### config.mk
export PLATFORM = sky130hd
export DESIGN_NAME = multicycle_control
export DESIGN_NICKNAME = d
export VERILOG_FILES = /design/src/rtl/multicycle_control.sv
export SDC_FILE = /design/constraint.sdc
export NUM_CORES = 1
export LEC_CHECK = 0
export BUFFER_PORTS_ARGS = -buffer_cell sky130_fd_sc_hd__buf_2
export CORE_UTILIZATION = 26
export CTS_CLUSTER_SIZE = 24
export DETAILED_ROUTE_END_ITERATION = 8
export GPL_TIMING_DRIVEN = 0
export SLEW_MARGIN = 20
export SYNTH_ARGS = -nofsm -noshare
export SYNTH_HDL_FRONTEND = slang
export SYNTH_SLANG_ARGS = --single-unit
### constraint.sdc
create_clock -name Clk -period 2.7 [get_ports Clk]
set_clock_uncertainty 0.15 [all_clocks]
set_input_delay 0.675 -clock Clk [delete_from_list [all_inputs] [get_ports Clk]]
set_output_delay 0.675 -clock Clk [all_outputs]
set_load 0.005 [all_outputs]
### src/rtl/multicycle_control.sv
// Multicycle MIPS-32 control FSM: sequences fetch/decode/execute/memory/writeback
// over a shared ALU and memory, with a MemReady handshake and a memory-wait watchdog.
module multicycle_control #(
  parameter int MEM_TIMEOUT = 15,
  parameter int TIMEOUT_W   = 4
) (
  input  logic       Clk,
  input  logic       reset,
  input  logic [5:0] Opcode,
  input  logic [5:0] Funct,
  input  logic       Zero,
  input  logic       MemReady,
  input  logic       Halt,
  output logic       PCWrite,
  output logic       PCWriteCond,
  output logic       IorD,
  output logic       IRWrite,
  output logic       MemRead,
  output logic       MemWrite,
  output logic       MemToReg,
  output logic       RegDst,
  output logic       RegWrite,
  output logic       JAL,
  output logic       ALUSrcA,
  output logic [1:0] ALUSrcB,
  output logic [1:0] ALUOp,
  output logic [1:0] PCSource,
  output logic       IllegalOp,
  output logic       MemFault,
  output logic [3:0] State
);

  typedef enum logic [3:0] {
    S_IDLE   = 4'd0,
    S_FETCH  = 4'd1,
    S_DECODE = 4'd2,
    S_MEMADR = 4'd3,
    S_MEMRD  = 4'd4,
    S_MEMWB  = 4'd5,
    S_MEMWR  = 4'd6,
    S_EXR    = 4'd7,
    S_RWB    = 4'd8,
    S_BEQ    = 4'd9,
    S_J      = 4'd10,
    S_JAL    = 4'd11,
    S_JR     = 4'd12,
    S_ADDIEX = 4'd13,
    S_ADDIWB = 4'd14,
    S_FAULT  = 4'd15
  } state_t;

  localparam logic [5:0] OP_R    = 6'b000000;
  localparam logic [5:0] OP_LW   = 6'b100011;
  localparam logic [5:0] OP_SW   = 6'b101011;
  localparam logic [5:0] OP_BEQ  = 6'b000100;
  localparam logic [5:0] OP_J    = 6'b000010;
  localparam logic [5:0] OP_JAL  = 6'b000011;
  localparam logic [5:0] OP_ADDI = 6'b001000;
  localparam logic [5:0] FN_JR   = 6'b001000;

  localparam logic [TIMEOUT_W-1:0] LIMIT =
    TIMEOUT_W'(MEM_TIMEOUT - 1);

  state_t               state;
  state_t               state_n;
  state_t               bnd;
  logic [TIMEOUT_W-1:0] cnt;
  logic                 in_wait;
  logic                 at_limit;

  // Zero is consumed by the datapath together with PCWriteCond
  logic unused_zero;
  assign unused_zero = Zero;

  assign State    = state;
  assign in_wait  = (state == S_FETCH) || (state == S_MEMRD)
                 || (state == S_MEMWR);
  assign at_limit = (cnt == LIMIT);

  always_ff @(posedge Clk or negedge reset) begin
    if (!reset) begin
      state <= S_IDLE;
    end else begin
      state <= state_n;
    end
  end

  always_ff @(posedge Clk or negedge reset) begin
    if (!reset) begin
      cnt <= '0;
    end else if (!in_wait || MemReady || state_n != state) begin
      cnt <= '0;
    end else begin
      cnt <= cnt + 1'b1;
    end
  end

  always_comb begin
    state_n     = state;
    bnd         = Halt ? S_IDLE : S_FETCH;
    PCWrite     = 1'b0;
    PCWriteCond = 1'b0;
    IorD        = 1'b0;
    IRWrite     = 1'b0;
    MemRead     = 1'b0;
    MemWrite    = 1'b0;
    MemToReg    = 1'b0;
    RegDst      = 1'b0;
    RegWrite    = 1'b0;
    JAL         = 1'b0;
    ALUSrcA     = 1'b0;
    ALUSrcB     = 2'b00;
    ALUOp       = 2'b00;
    PCSource    = 2'b00;
    IllegalOp   = 1'b0;
    MemFault    = 1'b0;
    unique case (state)
      S_IDLE: begin
        if (!Halt) state_n = S_FETCH;
      end
      S_FETCH: begin
        MemRead = 1'b1;
        ALUSrcB = 2'b01;
        if (MemReady) begin
          IRWrite = 1'b1;
          PCWrite = 1'b1;
          state_n = S_DECODE;
        end else if (at_limit) begin
          state_n = S_FAULT;
        end
      end
      S_DECODE: begin
        ALUSrcB = 2'b11;
        case (Opcode)
          OP_R:    state_n = (Funct == FN_JR) ? S_JR : S_EXR;
          OP_LW,
          OP_SW:   state_n = S_MEMADR;
          OP_BEQ:  state_n = S_BEQ;
          OP_J:    state_n = S_J;
          OP_JAL:  state_n = S_JAL;
          OP_ADDI: state_n = S_ADDIEX;
          default: begin
            IllegalOp = 1'b1;
            state_n   = bnd;
          end
        endcase
      end
      S_MEMADR: begin
        ALUSrcA = 1'b1;
        ALUSrcB = 2'b10;
        state_n = (Opcode == OP_SW) ? S_MEMWR : S_MEMRD;
      end
      S_MEMRD: begin
        MemRead = 1'b1;
        IorD    = 1'b1;
        if (MemReady)      state_n = S_MEMWB;
        else if (at_limit) state_n = S_FAULT;
      end
      S_MEMWB: begin
        MemToReg = 1'b1;
        RegWrite = 1'b1;
        state_n  = bnd;
      end
      S_MEMWR: begin
        MemWrite = 1'b1;
        IorD     = 1'b1;
        if (MemReady)      state_n = bnd;
        else if (at_limit) state_n = S_FAULT;
      end
      S_EXR: begin
        ALUSrcA = 1'b1;
        ALUOp   = 2'b10;
        state_n = S_RWB;
      end
      S_RWB: begin
        RegDst   = 1'b1;
        RegWrite = 1'b1;
        state_n  = bnd;
      end
      S_BEQ: begin
        ALUSrcA     = 1'b1;
        ALUOp       = 2'b01;
        PCWriteCond = 1'b1;
        PCSource    = 2'b01;
        state_n     = bnd;
      end
      S_J: begin
        PCWrite  = 1'b1;
        PCSource = 2'b10;
        state_n  = bnd;
      end
      S_JAL: begin
        PCWrite  = 1'b1;
        PCSource = 2'b10;
        JAL      = 1'b1;
        RegWrite = 1'b1;
        state_n  = bnd;
      end
      S_JR: begin
        PCWrite  = 1'b1;
        PCSource = 2'b11;
        state_n  = bnd;
      end
      S_ADDIEX: begin
        ALUSrcA = 1'b1;
        ALUSrcB = 2'b10;
        state_n = S_ADDIWB;
      end
      S_ADDIWB: begin
        RegWrite = 1'b1;
        state_n  = bnd;
      end
      S_FAULT: begin
        MemFault = 1'b1;
      end
      default: state_n = S_IDLE;
    endcase
  end

endmodule

### After elaboration in Yosys (flattened, before gate mapping)

Cells that the tools add are included.

| word-level totals | value |
|---|---|
| word-level logic and storage cells | 73 |
| flip-flop bits (word level) | 8 |
| output and inout bits | 23 |

| cells by class | value |
|---|---|
| reductions and logical operators | 17 |
| equal/unequal tests | 24 |
| mux-type cells | 29 |
| add/sub/neg operators | 1 |

Operator list:

| operator | number |
|---|---|
| $eq A4 B4 Y1 const B | 9 |
| $pmux W4 S9 | 1 |
| $mux W4 | 7 |
| $pmux W4 S6 | 1 |
| $eq A4 B3 Y1 const B | 4 |
| $mux W1 | 15 |
| $reduce_or A7 Y1 | 2 |
| $eq A6 B2 Y1 const B | 2 |
| $eq A6 B4 Y1 const B | 2 |
| $eq A6 B6 Y1 const B | 2 |
| $pmux W2 S3 | 2 |
| $reduce_or A2 Y1 | 5 |
| $eq A4 B2 Y1 const B | 2 |
| $reduce_or A4 Y1 | 2 |
| $eq A6 B3 Y1 const B | 1 |
| $logic_not A6 Y1 | 1 |
| $add A4 B1 Y4 const B | 1 |
| $eq A4 B1 Y1 const B | 1 |
| $logic_not A4 Y1 | 1 |
| $logic_or A1 B1 Y1 | 4 |
| $ne A4 B4 Y1 | 1 |
| $pmux W2 S2 | 1 |
| $reduce_or A3 Y1 | 1 |
| $mux W2 | 1 |
| 2 further kinds | 2 |

### Depth between registers and ports, before layout

| depth | value |
|---|---|
| depth after elaboration | 7 |
| depth in mapped cells | 7 |
| mapped depth without buffers | 6 |

### Worst setup path after synthesis

No wires, ideal clock.

| timing | value |
|---|---|
| path type | reg2out |
| from | reg state[1] (netlist: State[1]) |
| to | out PCWrite |
| data required time | 1.875 ns |
| path slack | 0.628 ns |
| stages on the path, launching flop included | 4 |
| buffers on the path | 0 |
| arrival time | 1.247 ns |
| path through | dfrtp_1 -> nand2b_1 -> nor4b_1 -> or2_1 |

| on the way | value |
|---|---|
| cells in the longest elaborated chain, start to end | 3 |
| elaborated cells on any way between the ends | 6 |
| classes of those cells | eq/ne: 4; mux: 1; reduce/logical: 1 |

Ends and longest elaborated chain:

| element | line | text |
|---|---|---|
| start, declared | 64 | `state_t state;` |
| start signal, assigned | 84 | `state <= state_n;` |
| $eq A4 B4 Y1 | 117 | `unique case (state)` |
| $reduce_or A3 Y1 (no source line) | - |  |
| $pmux W1 S2 (*) | 117 |  |
| end, declared | 14 | `output logic PCWrite,` |

Mark *: on every way between the ends. The rest lies on a longest branch, timed or not.

### Final worst setup path

Ends and elaborated chain as after synthesis.

==> results.md <==
- Initial antenna violation count: 0
- CP Class: flop to output pin
- TNS Setup: 0 ns
- First-pass GRT wire length: 3860 um
- Pre-CTS WS: 0.383 ns
- Max Root-Sink Buffers: 2
- CTS hold repair buffers: 0
- Total chip power: 0.778 mW
- Setup bufs post-CTS: 0
- Port Buf Inserts: 38
- Syn Area/Cell: 7.23 um2
- Synth area leader: dfrtp_1
- Synthesized Nets: 137
- Hold_ws: 0.111 ns
- CTS Root Cell: clkbuf_4
- Iter 0 DRT Violations: 21
- Max rail drop VDD: 0.000338 V
- Worst-Margin Slew: 0.491 ns
- Synth area leaders: dfrtp_1 23%, nor2_1 8.4%, o21ai_0 4.7%
- CTS sink cnt: 8
- Critical Path RT: 1.88 ns
- Final Hold Vio Count: 0
- Io pins: 40
- FF+latch area: 200 um2
- Final min period: 2.49 ns
- Fin nets: 179
- Slew Limit Fails: 0
- Final std cells w/o fill: 202
- Max Cap Viol: 0
- PwrDens: 697 mW/mm2
- Syn Inst Count: 118
- Startpoint types: flop
- Synth-to-Final Area Change: 30.9%
- Gr usage total: 14.3%
- Share of the synthesized area in the top cell type: 23.5%
- Die outline width: 59.3 um
- Post-synth EDFFs: 0
- DR DRC count: 0
- Seq/Total Area, Yosys: 23.5%
- Drt pass-1 iters: 4
- Via count: 1037
- Pin count of the biggest net entering global routing: 11
- Cell with the most instances after synthesis: nor2_1
- Placed instance count: 200
- Core Box Area: 0.00308 mm2
- Commonest cells in the netlist: 19 x nor2_1, 9 x nand2_1, 8 x dfrtp_1, 8 x o21ai_0, 7 x nor3_1
- Finish-stage setup viols: 0
- Leak: 0.547 nW
- Synth Cell Area: 853 um2
- CTS tree: built
- Full die area: 0.00352 mm2
- Diode count: 0
- Multi-input gate area: 604 um2
- Flops & latches, synth: 8
- Final worst setup slack: 0.215 ns
- Tcrit/Tclk final: 92.1%
- Number of global-route vias before repair: 899
- Rows: 20
- Vias per cell: 5.13
- Fmax: 0.402 GHz
- Status: finished clean
- Fraction of registers with async set/reset: 100%
- CP endpoint kind: output pin
- Gpl congestion: 0.816
- Post-DP HPWL: 1830 um
- HP Class: primary input to async pin
- Num CTS Buffers: 3
- Largest fanout on the critical path: 7
- PostCTS Resize Cnt: 0
- RSZ-0062 raised after global routing: no
- Htree depth: 1
- Synth Flop Type: dfrtp_1
- Reg-to-Reg Start: State[0]$_DFF_PN0_
- Count of cell types in the netlist: 41
- Worst path arrival time: 1.66 ns
- Fillers: 332
- Ys Warns: 0
- Total grt overflow: 0
- Antenna-violating nets left: 0
- WL/cell: 11.3 um
- Clk pin slew, worst setup/hold paths: 0.05 ns
- Share of cells above drive strength 1: 29.1%
- Initial Util: 27.7%
- Worst skew pair latency: 0.25 ns
- Rel. slew slack: 67.3%
- Die Ht: 59.3 um
- CP startpoint: State[1]$_DFF_PN0_
- DRT Wirelength: 2280 um
## final cells by class
| cell class | count | share of cell area (%) |
|---|---|---|
| inverters | 3 | 1.01 |
| well taps | 44 | 4.93 |
| plain buffers | 7 | 3.02 |
| multi-input cells | 99 | 54.1 |
| flip-flops and latches | 8 | 17.9 |
| clock buffers | 3 | 2.02 |
| repair buffers | 38 | 17.0 |
## per-stage QoR
step | utilization, % | cell area [um2]
finish | 36.3 | 1120
detailed placement | 35.7 | 1100
global placement | 35.7 | 1100
global route | 36.3 | 1120
floorplan | - | 853
CTS | 36.4 | 1120
## worst max-delay path: stages (launching register included)
cell and delay (ns):
dfrtp_1 0.46, nand2b_1 0.29, nor4b_1 0.42, or2_1 0.15, buf_2 0.10
## cells in the final DEF (no fill, tap or decap), types with 2 or more instances in the layout
cell / n
and3_1: 3
nand2b_1: 4
a22oi_1: 2
dfrtp_1: 8
ha_1: 2
or3_1: 2
clkbuf_1: 3
o21ai_0: 8
inv_1: 3
a21oi_1: 4
nor2_1: 19
buf_2: 41
nor3_1: 7
o211ai_1: 2
o31ai_1: 2
xnor2_1: 3
nor4b_1: 2
nand3_1: 3
nor4_1: 4
nand2_1: 9
clkbuf_4: 3
and2_1: 2
xor2_1: 3
## report_power, final
group | internal [mW] | switching [mW] | leakage, nW
clock | 0.0506 | 0.0371 | 0.0138
combinational | 0.215 | 0.287 | 0.425
sequential | 0.150 | 0.0386 | 0.108
total | 0.416 | 0.363 | 0.547
## registers in the layout (all words and copies together) (netlist names)
register,flops
State,4
cnt,4
## per-layer routing
metal	wire length, um	global-route usage, %	part of all wire, %
met4	30	3.40	1.3
met1	1090	18.9	48
met5	0	0	0
met2	1030	22.8	45
met3	138	4.15	6.1
## final timing paths
| check | slack [ns] | depth (start not counted) | to |
|---|---|---|---|
| min reg2reg | 0.33 | 1 | cnt[0]$_DFF_PN0_ |
| max in group asynchronous | 2.12 | 1 | State[0]$_DFF_PN0_ |
| max reg2reg | 0.92 | 5 | State[0]$_DFF_PN0_ |
| max | 0.21 | 4 | PCWrite |
| min in group Clk | 0.33 | 1 | cnt[0]$_DFF_PN0_ |
| min | 0.11 | 1 | cnt[3]$_DFF_PN0_ |
## logic make-up (layout without fill, tap and decap cells)
family          Yosys count  after routing  synth area share (%)
simple gates             63             63                  39.3
compound gates           27             27                  21.3
buf+inv                  11             51                  5.72
flops                     8              8                  23.5
xor+xnor                  6              6                  6.16
fa+ha+maj                 2              2                  2.93
mux                       1              1                  1.17
Power figures use the tool's default switching activity.
